### src/rtl/instr_decode_queue.sv
// Instruction queue between fetch and decode: a DEPTH-entry circular buffer of
// {instr, pc} that presents the split MIPS fields and derived values of its head entry.
module instr_decode_queue #(
  parameter int DEPTH = 4,
  parameter int CNT_W = $clog2(DEPTH + 1)
) (
  input  logic             clk,
  input  logic             rst_n,
  input  logic             flush,
  input  logic             in_valid,
  output logic             in_ready,
  input  logic [31:0]      in_instr,
  input  logic [31:0]      in_pc,
  output logic             out_valid,
  input  logic             out_ready,
  output logic [31:0]      out_pc,
  output logic [5:0]       opcode,
  output logic [4:0]       rs,
  output logic [4:0]       rt,
  output logic [4:0]       rd,
  output logic [4:0]       shamt,
  output logic [5:0]       funct,
  output logic [15:0]      immediate,
  output logic [31:0]      imm_sext,
  output logic [31:0]      imm_zext,
  output logic [25:0]      instr_idx,
  output logic [31:0]      jump_target,
  output logic             is_rtype,
  output logic             is_jtype,
  output logic [CNT_W-1:0] count
);

  localparam int PTR_W = $clog2(DEPTH);

  // Handshake: a transfer happens on a rising edge where valid & ready are both high.
  // in_ready and out_valid depend on count only, so neither side sees a combinational
  // path from the other; a full queue refuses a push even if a pop happens that cycle.
  logic [31:0]      mem_instr [DEPTH];
  logic [31:0]      mem_pc    [DEPTH];
  logic [PTR_W-1:0] rd_ptr;
  logic [PTR_W-1:0] wr_ptr;
  logic             push;
  logic             pop;

  assign in_ready  = (count < CNT_W'(DEPTH));
  assign out_valid = (count != '0);
  assign push      = in_valid & in_ready;
  assign pop       = out_valid & out_ready;

  always_ff @(posedge clk) begin
    if (!rst_n || flush) begin
      rd_ptr <= '0;
      wr_ptr <= '0;
      count  <= '0;
    end else begin
      if (push) wr_ptr <= wr_ptr + PTR_W'(1);
      if (pop)  rd_ptr <= rd_ptr + PTR_W'(1);
      case ({push, pop})
        2'b10:   count <= count + CNT_W'(1);
        2'b01:   count <= count - CNT_W'(1);
        default: count <= count;
      endcase
    end
  end

  // Storage is not reset; a dropped word (reset or flush cycle) is never written.
  always_ff @(posedge clk) begin
    if (rst_n && !flush && push) begin
      mem_instr[wr_ptr] <= in_instr;
      mem_pc[wr_ptr]    <= in_pc;
    end
  end

  logic [31:0] head_instr;
  logic [3:0]  pc4_hi;

  assign head_instr = out_valid ? mem_instr[rd_ptr] : 32'd0;
  assign out_pc     = out_valid ? mem_pc[rd_ptr]    : 32'd0;
  assign pc4_hi     = 4'((out_pc + 32'd4) >> 28);

  assign opcode      = head_instr[31:26];
  assign rs          = head_instr[25:21];
  assign rt          = head_instr[20:16];
  assign rd          = head_instr[15:11];
  assign shamt       = head_instr[10:6];
  assign funct       = head_instr[5:0];
  assign immediate   = head_instr[15:0];
  assign imm_sext    = {{16{head_instr[15]}}, head_instr[15:0]};
  assign imm_zext    = {16'b0, head_instr[15:0]};
  assign instr_idx   = head_instr[25:0];
  assign jump_target = out_valid ? {pc4_hi, head_instr[25:0], 2'b00} : 32'd0;
  assign is_rtype    = out_valid && (opcode == 6'h00);
  assign is_jtype    = out_valid && (opcode == 6'h02 || opcode == 6'h03);

endmodule

### config.mk
export PLATFORM = sky130hd
export DESIGN_NAME = instr_decode_queue
export DESIGN_NICKNAME = d
export VERILOG_FILES = /design/src/rtl/instr_decode_queue.sv
export SDC_FILE = /design/constraint.sdc
export NUM_CORES = 1
export LEC_CHECK = 0
export ABC_AREA = 0
export ABC_CLOCK_PERIOD_IN_PS = 3420
export CAP_MARGIN = 5
export CORE_UTILIZATION = 35
export CTS_CLUSTER_DIAMETER = 40
export DETAILED_ROUTE_END_ITERATION = 10
export PLACE_DENSITY = 0.67
export REMOVE_ABC_BUFFERS = 1
export SYNTH_ARGS = -nofsm -noshare
export SYNTH_HDL_FRONTEND = slang
export SYNTH_SLANG_ARGS = --single-unit
### constraint.sdc
create_clock -name clk -period 3.42 [get_ports clk]
set_input_delay 0.513 -clock clk [delete_from_list [all_inputs] [get_ports clk]]
set_output_delay 0.513 -clock clk [all_outputs]
set_load 0.005 [all_outputs]
==> results.txt, run 1 <==
----------------------------------------------------
[Power and ir drop]
  Part of the power in registers ... 0.459
  Combinational cell fraction of total power ... 0.079
  Net switching fraction of the power ... 0.2066
  Maximum ir drop on the vdd rail ... 0.3393 mV
  Net switching power ... 1.624 mW
  Power, Total ... 7.859 mW
  Internal power component ... 6.235 mW
  PwrDens ... 518.2 nW/um^2
  Lkg Pwr ... 4.948 nW
  Part of the total power dissipated in the clock network ... 0.462

[Setup path]
  Startpoint of the lowest-slack register-to-register path ... count[2]$_SDFFE_PP0P_
  Slowest Stage Delay on Critical Path ... 0.48 ns
  Critical register-to-register path endpoint ... count[2]$_SDFFE_PP0P_
  Max FO, Critical Path ... 5
  Cell type of the slowest stage on the worst timing path ... sky130_fd_sc_hd__or4_4
  Worst reg2reg setup slack ... 0.88 ns
  Buffering stage count on the worst path with inverters included ... 5
  Critical Path RT ... 2.91 ns
  Data arrival time at the worst-slack endpoint ... 2.96 ns
  Dominant delay contributor by cell family on the critical path ... simple AND/OR/NAND/NOR gates
  Cell Chain, Critical Path ... buf_12, buf_16, buf_6, mux4_2, nand4_1, or4_4, buf_6, nor3_4, mux2_4, buf_6
  Type of origin of the critical path ... flip-flop
  Crit Path Category ... reg -> out
  Critical Path Most Common Cell ... sky130_fd_sc_hd__buf_6
  Nature of the critical path endpoint ... output pin
  Worst reg2reg path depth ... 10

[Routing]
  Remaining routing DRC violations ... 0
  Total via count after detailed routing ... 5833
  Total met3 wirelength after detailed routing ... 1.517 mm
  Average via count per standard cell ... 4.546
  Wire length reported by the detailed router ... 23.35 mm
  Final antenna-violating net count ... 0
  DRT iter0 DRCs ... 261
  Router iterations before antenna repair ... 6
  Top Metal Used ... met4
  Detailed-routing wirelength on met1 ... 9.758 mm
  Average wire per cell in the routed design ... 18.20 um
  Detail Route met2 WL ... 11.75 mm

[GRT]
  Pin count of the biggest net entering global routing ... 65
  Overall track demand over capacity in global routing ... 0.1393
  Wire length of the first global-routing pass ... 35.12 mm
  Total global routing overflow ... 0
  Number of antenna violations at the first check in global routing ... 2
  Vias in the first global route ... 5985

[Timing]
  Hold violation total from the final report ... 0
  Highest clock rate ... 287.8 MHz
  Post-route worst setup slack ... -0.05458 ns
  RSZ-0062 raised after global routing ... yes
  Worst clock skew ... 0.01702 ns
  Final critical path time including I/O delays and setup ... 3.475 ns
  Tcrit/Tclk final ... 1.016
  Measured slew at the worst slew-check pin ... 0.5106 ns
  Worst slack on hold paths ... 0.5162 ns
  Sum of negative setup slack ... -0.08262 ns
  Worst slew margin relative to its limit ... 0.6578
  Final slew viol count ... 0
  Final setup violating endpoints ... 3

[Run status]
  Violations in the final reports ... setup timing
  Status ... finished with violations

[Die]
  Number of top-level pins ... 278
  Cell row count ... 65
  Width of the chip ... 182.6 um
  Die Outline Area ... 33340 um^2
  Die extent in y ... 182.6 um
  Initial Utilization ... 0.3590
  Standard cell core area ... 31800 um^2

[Synthesis]
  Distinct cell type count of the synthesized netlist ... 34
  Yosys warning total ... 0
  Post-synth top area cell ... sky130_fd_sc_hd__edfxtp_1
  Portion of synthesized cell area occupied by the leading cell type ... 0.6735
  Cell Area, Synth ... 11410 um^2
  Seq/Total Area, Yosys ... 0.6892
  Top post-synthesis cells by area ... sky130_fd_sc_hd__edfxtp_1 67%, sky130_fd_sc_hd__buf_4 8.8%, sky130_fd_sc_hd__mux4_2 8.7%, sky130_fd_sc_hd__mux4_1 4.6%, sky130_fd_sc_hd__and2_1 3.4%
  Share of async-settable or async-resettable flops after synthesis ... 0
  Top_reg_cell synth ... sky130_fd_sc_hd__edfxtp_1
  Gate count after technology mapping ... 624
  Number of synthesized register bits ... 265
  Number of enable-type register cells in the synthesized netlist ... 256
  Synth Area per Inst ... 18.29 um^2

[Placement]
  Worst setup slack after placement ... 0.1182 ns
  Placed Cells incl. Taps ... 1201
  Cell Area, Placed ... 13720 um^2
  GP Congestion ... 0.7077
  Final HPWL from detailed placement ... 15.07 mm
  Number of input and output port buffers inserted ... 259

[Cells and area]
  Layout cells sized above 1 ... 0.2090
  Most used cells in the layout excluding fill and tap cells ... 256 x sky130_fd_sc_hd__edfxtp_1, 255 x sky130_fd_sc_hd__clkdlybuf4s50_1, 61 x sky130_fd_sc_hd__and2_1, 55 x sky130_fd_sc_hd__mux4_2, 37 x sky130_fd_sc_hd__clkbuf_16
  Most frequent standard cell in the layout excluding fill and tap cells ... sky130_fd_sc_hd__edfxtp_1
  Fin util ... 0.4769
  Fill cell total of the finished layout ... 2696
  Final instance area ... 15170 um^2
  Synthesis-to-layout area growth ... 32.86%
  Total Nets Final ... 896
  Finished Layout Cells ... 1283

[Clock network]
  Number of hold buffers added after cts ... 0
  Inserted Clock Buffers ... 37
  Clock insertion delay at the later pin of the skew report ... 0.50 ns
  Clock sinks ... 265
  Clock slew at reported path FFs ... 0.05 ns
  Maximum buffer depth of the clock tree ... 3
  CTS tree ... yes
  Clock Root Buffer ... sky130_fd_sc_hd__clkbuf_16
  Number of H-tree branching levels ... 2

[Hold path]
  Hold-critical path depth ... 2
  Hold endpoint ... rd_ptr[1]$_SDFFE_PP0P_
  Hold WC Path Type ... reg -> reg
  Hold path startpoint ... rd_ptr[1]$_SDFFE_PP0P_

[Job]
  Max_cap viols ... 0

----------------------------------------------------
==> tightest hold or removal path: stages (launching register included) <==
cell and delay (ns):
sky130_fd_sc_hd__dfxtp_1 0.31, sky130_fd_sc_hd__xor2_1 0.06, sky130_fd_sc_hd__nor2_1 0.10
==> cell usage after synthesis (5+ instances only) <==
cell / count
sky130_fd_sc_hd__ha_1: 5
sky130_fd_sc_hd__clkbuf_1: 12
sky130_fd_sc_hd__nand4_1: 5
sky130_fd_sc_hd__mux4_2: 44
sky130_fd_sc_hd__nor2_1: 12
sky130_fd_sc_hd__buf_4: 134
sky130_fd_sc_hd__and3_1: 5
sky130_fd_sc_hd__mux4_1: 20
sky130_fd_sc_hd__a21oi_1: 5
sky130_fd_sc_hd__inv_1: 10
sky130_fd_sc_hd__dfxtp_1: 9
sky130_fd_sc_hd__and2_1: 62
sky130_fd_sc_hd__edfxtp_1: 256
==> kinds of logic after synthesis <==
kind of cell             after synthesis  synth area share
XOR/XNOR                               5          0.003837
AO/OA/AOI/OAI                          8          0.003507
adder cells (fa/ha/maj)                6          0.007235
multiplexers                          66            0.1348
AND/OR/NAND/NOR                      106           0.05492
other                                  1         0.0003285
buffers and inverters                167            0.1061
flip-flops                           265            0.6892
==> how the worst max path moves through the flow <==
| stage | to | slack [ns] | depth (start not counted) |
|---|---|---|---|
| after floorplan | jump_target[31] | -1.44 | 5 |
| after detailed placement | jump_target[31] | 0.12 | 7 |
| final | jump_target[31] | -0.05 | 10 |
| after global placement | jump_target[28] | 0.15 | 7 |
| after CTS | jump_target[31] | -0.07 | 9 |
| after global routing | jump_target[31] | -0.15 | 10 |
==> repair_timing <==
item,4_1_cts,5_1_grt
pin swaps,11,9
setup endpoints to repair,100,71
gates cloned,2,0
setup buffers,13,2
resized for setup,47,11
==> power groups by stage <==
stage / combinational (mW) / clock [mW] / sequential [mW]
after floorplan: 0.170 / 0 / 3.68
final: 0.618 / 3.63 / 3.61
after CTS: 0.626 / 3.72 / 3.61
after global placement: 0.601 / 0 / 3.67
after global routing: 0.669 / 3.86 / 3.61
after detailed placement: 0.609 / 0 / 3.67
==> sequential cells by signal, indices dropped and copies added (netlist names), named ones only <==
name,count
wr_ptr,2
rd_ptr,2
count,3
mem_pc,128
mem_instr,128
==> metal layers <==
metal	up-vias	track usage
met1	2928	0.1719
met5	-	0
met3	28	0.03672
met2	233	0.2438
met4	0	0.03160
li1	2644	-
==> final cells by class <==
| cell class | instances | area (um^2) | share of cell area |
|---|---|---|---|
| flip-flops and latches | 265 | 7875 | 0.5193 |
| repair buffers | 298 | 3068 | 0.2023 |
| multi-input cells | 209 | 2446 | 0.1613 |
| clock buffers | 42 | 954.7 | 0.06295 |
| well taps | 435 | 544.3 | 0.03589 |
| clock inverters | 23 | 237.7 | 0.01568 |
| inverters | 10 | 37.54 | 0.002475 |
| diodes | 1 | 2.502 | 0.0001650 |
No activity file was read; power rests on OpenSTA's default activity.
==> inputs of run 2 (changes only) <==
==> constraint.sdc (replaced) <==
create_clock -name clk -period 3.42 [get_ports clk]
set_input_delay 0.513 -clock clk [delete_from_list [all_inputs] [get_ports clk]]
set_output_delay 0.513 -clock clk [all_outputs]
set_load 0.1 [all_outputs]
==> results.txt, run 2 (same netlist as run 1, synthesis figures left out) <==
----------------------------------------------------
[Clock network]
  Clock sinks ... 265
  Clock insertion delay at the later pin of the skew report ... 0.53 ns
  CTS tree ... yes
  Clock Root Buffer ... sky130_fd_sc_hd__clkbuf_16
  Inserted Clock Buffers ... 39
  Number of hold buffers added after cts ... 0
  Number of H-tree branching levels ... 2
  Clock slew at reported path FFs ... 0.05 ns
  Maximum buffer depth of the clock tree ... 3

[Timing]
  Worst slew margin relative to its limit ... 0.3567
  Worst slack on hold paths ... 0.5246 ns
  Highest clock rate ... 290.3 MHz
  Hold violation total from the final report ... 0
  Tcrit/Tclk final ... 1.007
  Worst clock skew ... 0.02238 ns
  Final slew viol count ... 0
  Measured slew at the worst slew-check pin ... 0.9619 ns
  RSZ-0062 raised after global routing ... yes
  Post-route worst setup slack ... -0.02426 ns
  Final critical path time including I/O delays and setup ... 3.444 ns
  Final setup violating endpoints ... 2
  Sum of negative setup slack ... -0.02526 ns

[Routing]
  Wire length reported by the detailed router ... 23.50 mm
  Average via count per standard cell ... 4.540
  DRT iter0 DRCs ... 260
  Average wire per cell in the routed design ... 18.39 um
  Router iterations before antenna repair ... 4
  Total via count after detailed routing ... 5802
  Final antenna-violating net count ... 0
  Remaining routing DRC violations ... 0

[Cells and area]
  Finished Layout Cells ... 1278
  Synthesis-to-layout area growth ... 32.41%
  Fin util ... 0.4753
  Registers with the most flip-flops ... mem_instr x128, mem_pc x128, count x3
  Total Nets Final ... 887
  Most used cells in the layout excluding fill and tap cells ... 256 x sky130_fd_sc_hd__edfxtp_1, 174 x sky130_fd_sc_hd__buf_4, 72 x sky130_fd_sc_hd__clkdlybuf4s50_1, 62 x sky130_fd_sc_hd__and2_1, 53 x sky130_fd_sc_hd__mux4_2
  Layout cells sized above 1 ... 0.4192
  Most frequent standard cell in the layout excluding fill and tap cells ... sky130_fd_sc_hd__edfxtp_1
  Fill cell total of the finished layout ... 2663

[Run status]
  Status ... finished with violations
  Violations in the final reports ... setup timing

[Power and ir drop]
  Net switching fraction of the power ... 0.2965
  Maximum ir drop on the vdd rail ... 0.4341 mV
  Part of the power in registers ... 0.382
  Net switching power ... 2.803 mW
  PwrDens ... 625.4 nW/um^2
  Internal power component ... 6.650 mW
  Power, Total ... 9.452 mW
  Part of the total power dissipated in the clock network ... 0.442
  Combinational cell fraction of total power ... 0.177
  Lkg Pwr ... 5.392 nW

[Setup path]
  Max FO, Critical Path ... 15
  Worst reg2reg path depth ... 10
  Crit Path Category ... reg -> out
  Type of origin of the critical path ... flip-flop
  Slowest Stage Delay on Critical Path ... 0.59 ns
  Nature of the critical path endpoint ... output pin
  Cell type of the slowest stage on the worst timing path ... sky130_fd_sc_hd__or4_4
  Critical Path Most Common Cell ... sky130_fd_sc_hd__buf_12
  Startpoint of the lowest-slack register-to-register path ... count[2]$_SDFFE_PP0P_
  Cell Chain, Critical Path ... buf_12, mux4_1, nand4_1, or4_4, or3_1, a21oi_2, buf_12
  Critical Path RT ... 2.91 ns
  Data arrival time at the worst-slack endpoint ... 2.93 ns

[Placement]
  Placed Cells incl. Taps ... 1199
  Number of input and output port buffers inserted ... 259
  Final HPWL from detailed placement ... 15.50 mm
  GP Congestion ... 0.7032

[GRT]
  Number of antenna violations at the first check in global routing ... 2
  Overall track demand over capacity in global routing ... 0.1398
  Wire length of the first global-routing pass ... 35.31 mm
  Pin count of the biggest net entering global routing ... 36
  Vias in the first global route ... 5979
  Total global routing overflow ... 0

[Die]
  Standard cell core area ... 31800 um^2
  Initial Utilization ... 0.3590
  Die extent in y ... 182.6 um
  Die Outline Area ... 33340 um^2
  Width of the chip ... 182.6 um
  Cell row count ... 65
  Number of top-level pins ... 278

[Hold path]
  Hold WC Path Type ... reg -> reg
  Hold path startpoint ... rd_ptr[1]$_SDFFE_PP0P_
  Hold-critical path depth ... 2

[Job]
  Max_cap viols ... 0

----------------------------------------------------
-- run 2: changes by cell type in the layout (fill, tap and decap cells not counted), moves of 3 or more --
cell	delta
sky130_fd_sc_hd__clkdlybuf4s50_1	-183
sky130_fd_sc_hd__buf_4	+156
sky130_fd_sc_hd__buf_12	+29
sky130_fd_sc_hd__buf_6	-10
sky130_fd_sc_hd__bufinv_16	+4
sky130_fd_sc_hd__clkbuf_16	+3
sky130_fd_sc_hd__clkinvlp_4	-3
-- run 2: timing repair --
action | in CTS | in global routing
setup endpoints to repair | 28 | 5
cloned | 0 | 1
pin swaps | 5 | 3
buffers inserted | 6 | 0
resized for setup | 11 | 10
-- run 2: cell type report --
| cell class | count | area (um^2) | share of cell area |
|---|---|---|---|
| flip-flops and latches | 265 | 7875 | 0.5210 |
| repair buffers | 287 | 2830 | 0.1873 |
| multi-input cells | 209 | 2429 | 0.1607 |
| clock buffers | 43 | 991.0 | 0.06556 |
| well taps | 435 | 544.3 | 0.03601 |
| clock inverters | 28 | 405.4 | 0.02682 |
| inverters | 10 | 37.54 | 0.002483 |
| diodes | 1 | 2.502 | 0.0001656 |
-- run 2: critical path: cells and delay by family (launching register included) --
family | cells | cell delay [ns]
simple gates | 3 | 1.09
flops | 1 | 0.38
buf+inv | 2 | 0.37
mux | 1 | 0.35
compound gates | 1 | 0.21
-- run 2: path summary, 6_finish.rpt --
check        slack (ns)                     end
max               -0.02         jump_target[28]
min                0.52  rd_ptr[1]$_SDFFE_PP0P_
max reg2reg        0.87   count[2]$_SDFFE_PP0P_
min reg2reg        0.52  rd_ptr[1]$_SDFFE_PP0P_
-- run 2: power groups by stage --
stage	clock (mW)	sequential, mW	combinational [mW]
after floorplan	0	3.69	1.20
after global placement	0	3.67	1.66
after detailed placement	0	3.68	1.67
after CTS	4.27	3.61	1.68
after global routing	4.42	3.61	1.72
final	4.18	3.61	1.67
-- run 2: metal layers --
layer,track usage,share of wire,vias up
met4,0.03529,0.013,0
li1,-,-,2626
met5,0,0,-
met1,0.1731,0.41,2911
met3,0.03712,0.066,25
met2,0.2423,0.51,240
-- run 2: stage by stage --
step | instance area (um^2) | setup WS (ns)
2_1_floorplan | 10300 | -14.65
3_3_place_gp | 13620 | 0.3443
3_5_place_dp | 13620 | 0.3237
4_1_cts | 15090 | -0.03279
5_1_grt | 15110 | -0.1027
6_report | 15110 | -0.02426
==> inputs of run 3 (changes only) <==
Settings changed: ABC_CLOCK_PERIOD_IN_PS 3420 to 3500.
Clock period 3.42 ns to 3.5 ns, I/O delays scaled along.
==> results.txt, run 3 (same netlist as run 1, synthesis figures left out) <==
----------------------------------------------------
[Clock network]
  Clock Root Buffer ... sky130_fd_sc_hd__clkbuf_16
  Clock sinks ... 265
  Number of H-tree branching levels ... 2
  Inserted Clock Buffers ... 38
  Maximum buffer depth of the clock tree ... 3
  Clock slew at reported path FFs ... 0.06 ns
  CTS tree ... yes
  Clock insertion delay at the later pin of the skew report ... 0.53 ns
  Number of hold buffers added after cts ... 0

[Timing]
  Worst clock skew ... 0.04326 ns
  RSZ-0062 raised after global routing ... yes
  Final critical path time including I/O delays and setup ... 3.459 ns
  Sum of negative setup slack ... 0 ns
  Highest clock rate ... 289.1 MHz
  Measured slew at the worst slew-check pin ... 0.9640 ns
  Hold violation total from the final report ... 0
  Final slew viol count ... 0
  Final setup violating endpoints ... 0
  Tcrit/Tclk final ... 0.9882
  Worst slew margin relative to its limit ... 0.3554

[Routing]
  Average via count per standard cell ... 4.560
  Remaining routing DRC violations ... 0
  Average wire per cell in the routed design ... 18.10 um
  Total via count after detailed routing ... 5791
  Wire length reported by the detailed router ... 22.98 mm
  DRT iter0 DRCs ... 234
  Router iterations before antenna repair ... 4
  Final antenna-violating net count ... 0

[GRT]
  Vias in the first global route ... 5865
  Pin count of the biggest net entering global routing ... 42
  Wire length of the first global-routing pass ... 34.79 mm
  Total global routing overflow ... 0
  Overall track demand over capacity in global routing ... 0.1373
  Number of antenna violations at the first check in global routing ... 2

[Hold path]
  Hold path startpoint ... rd_ptr[1]$_SDFFE_PP0P_
  Hold WC Path Type ... reg -> reg
  Hold-critical path depth ... 2
  Hold endpoint ... rd_ptr[1]$_SDFFE_PP0P_

[Die]
  Standard cell core area ... 31800 um^2
  Width of the chip ... 182.6 um
  Cell row count ... 65
  Die extent in y ... 182.6 um
  Number of top-level pins ... 278
  Initial Utilization ... 0.3590
  Die Outline Area ... 33340 um^2

[Setup path]
  Critical Path RT ... 2.97 ns
  Startpoint of the lowest-slack register-to-register path ... count[2]$_SDFFE_PP0P_
  Nature of the critical path endpoint ... output pin
  Slowest Stage Delay on Critical Path ... 0.62 ns
  Max FO, Critical Path ... 13
  Cell Chain, Critical Path ... buf_12, mux4_1, nand4_1, or4_4, or3_4, a21oi_4, buf_12
  Dominant delay contributor by cell family on the critical path ... simple AND/OR/NAND/NOR gates
  Data arrival time at the worst-slack endpoint ... 2.93 ns
  Worst reg2reg setup slack ... 0.83 ns
  Buffering stage count on the worst path with inverters included ... 2
  Crit Path Category ... reg -> out
  Type of origin of the critical path ... flip-flop
  Worst reg2reg path depth ... 10
  Number of cells on the critical path ... 7
  Critical Path Most Common Cell ... sky130_fd_sc_hd__buf_12
  Cell type of the slowest stage on the worst timing path ... sky130_fd_sc_hd__or4_4
  Critical register-to-register path endpoint ... count[2]$_SDFFE_PP0P_

[Power and ir drop]
  Power, Total ... 8.858 mW
  PwrDens ... 590.7 nW/um^2
  Lkg Pwr ... 5.322 nW
  Maximum ir drop on the vdd rail ... 0.3843 mV

[Cells and area]
  Registers with the most flip-flops ... mem_instr x128, mem_pc x128, count x3
  Most frequent standard cell in the layout excluding fill and tap cells ... sky130_fd_sc_hd__edfxtp_1
  Layout cells sized above 1 ... 0.4005
  Synthesis-to-layout area growth ... 31.36%
  Total Nets Final ... 879
  Most used cells in the layout excluding fill and tap cells ... 256 x sky130_fd_sc_hd__edfxtp_1, 165 x sky130_fd_sc_hd__buf_4, 72 x sky130_fd_sc_hd__clkdlybuf4s50_1, 62 x sky130_fd_sc_hd__and2_1, 44 x sky130_fd_sc_hd__mux4_2

[Run status]
  Status ... complete, no violations

[Placement]
  GP Congestion ... 0.6983
  Number of input and output port buffers inserted ... 259
  Final HPWL from detailed placement ... 15.01 mm

[Job]
  Max_cap viols ... 0

----------------------------------------------------
run 3: cell types whose count changed in the layout (fill, tap and decap cells not counted), sizes merged:
cell	delta
buf	-6
bufinv	-4
clkbuf	-2
clkinv	+2
clkinvlp	+1
inv	+1
run 3: worst reg2reg max path: cells and delay by family (launching register included):
family | cells | cell delay [ns]
adders and majority gates | 2 | 0.40
AOI/OAI and AO/OA | 1 | 0.14
xor gates and xnor gates | 1 | 0.07
buffers and inverters | 3 | 0.52
and+or+nand+nor | 3 | 1.11
DFF | 1 | 0.35
run 3: layout make-up:
cell class / count / area, um^2
inverters: 10 / 37.54
fillers: 2672 / 16800
multi-input cells: 209 / 2472
flip-flops and latches: 265 / 7875
diodes: 1 / 2.502
clock buffers: 42 / 965.9
clock inverters: 28 / 286.5
repair buffers: 280 / 2810
well taps: 435 / 544.3
run 3: worst max-delay path by stage:
stage	from	slack (ns)	endpoint
floorplan	flip-flop	-14.58	imm_sext[15]
global placement	flip-flop	0.37	jump_target[28]
detailed placement	flip-flop	0.34	jump_target[28]
CTS	flip-flop	-0.01	jump_target[28]
global route	flip-flop	-0.05	jump_target[28]
finish	flip-flop	0.04	jump_target[28]
run 3: stage by stage:
step / cell area, um^2 / worst slack [ns] / utilization / hold slack, ns / std cells
after floorplan: 10300 / -14.58 / - / 0.4847 / 484
after global placement: 13610 / 0.3653 / 0.4281 / 0.5160 / 1196
after detailed placement: 13610 / 0.3413 / 0.4281 / 0.5123 / 1196
after CTS: 14940 / -0.009931 / 0.4700 / 0.5378 / 1269
after global routing: 14990 / -0.04887 / 0.4715 / 0.5892 / 1269
final: 14990 / 0.04116 / 0.4715 / 0.5248 / 1270
run 3: repair_timing:
item | 4_1_cts | 5_1_grt
setup endpoints to repair | 5 | 5
resized for setup | 3 | 9
pin swaps | 1 | 5
buffers inserted | 3 | 0
run 3: power breakdown:
group	switching, mW	total, mW	internal [mW]
clock network	1.44	3.70	2.27
logic	1.27	1.63	0.359
registers	0.00982	3.52	3.51
total	2.72	8.86	6.14
run 3: per-layer routing:
| metal | GRT usage | vias up | share of wire |
|---|---|---|---|
| met3 | 0.03452 | 44 | 0.068 |
| met5 | 0 | - | 0 |
| met1 | 0.1747 | 2908 | 0.42 |
| met4 | 0.03597 | 0 | 0.019 |
| li1 | - | 2615 | - |
| met2 | 0.2331 | 224 | 0.50 |
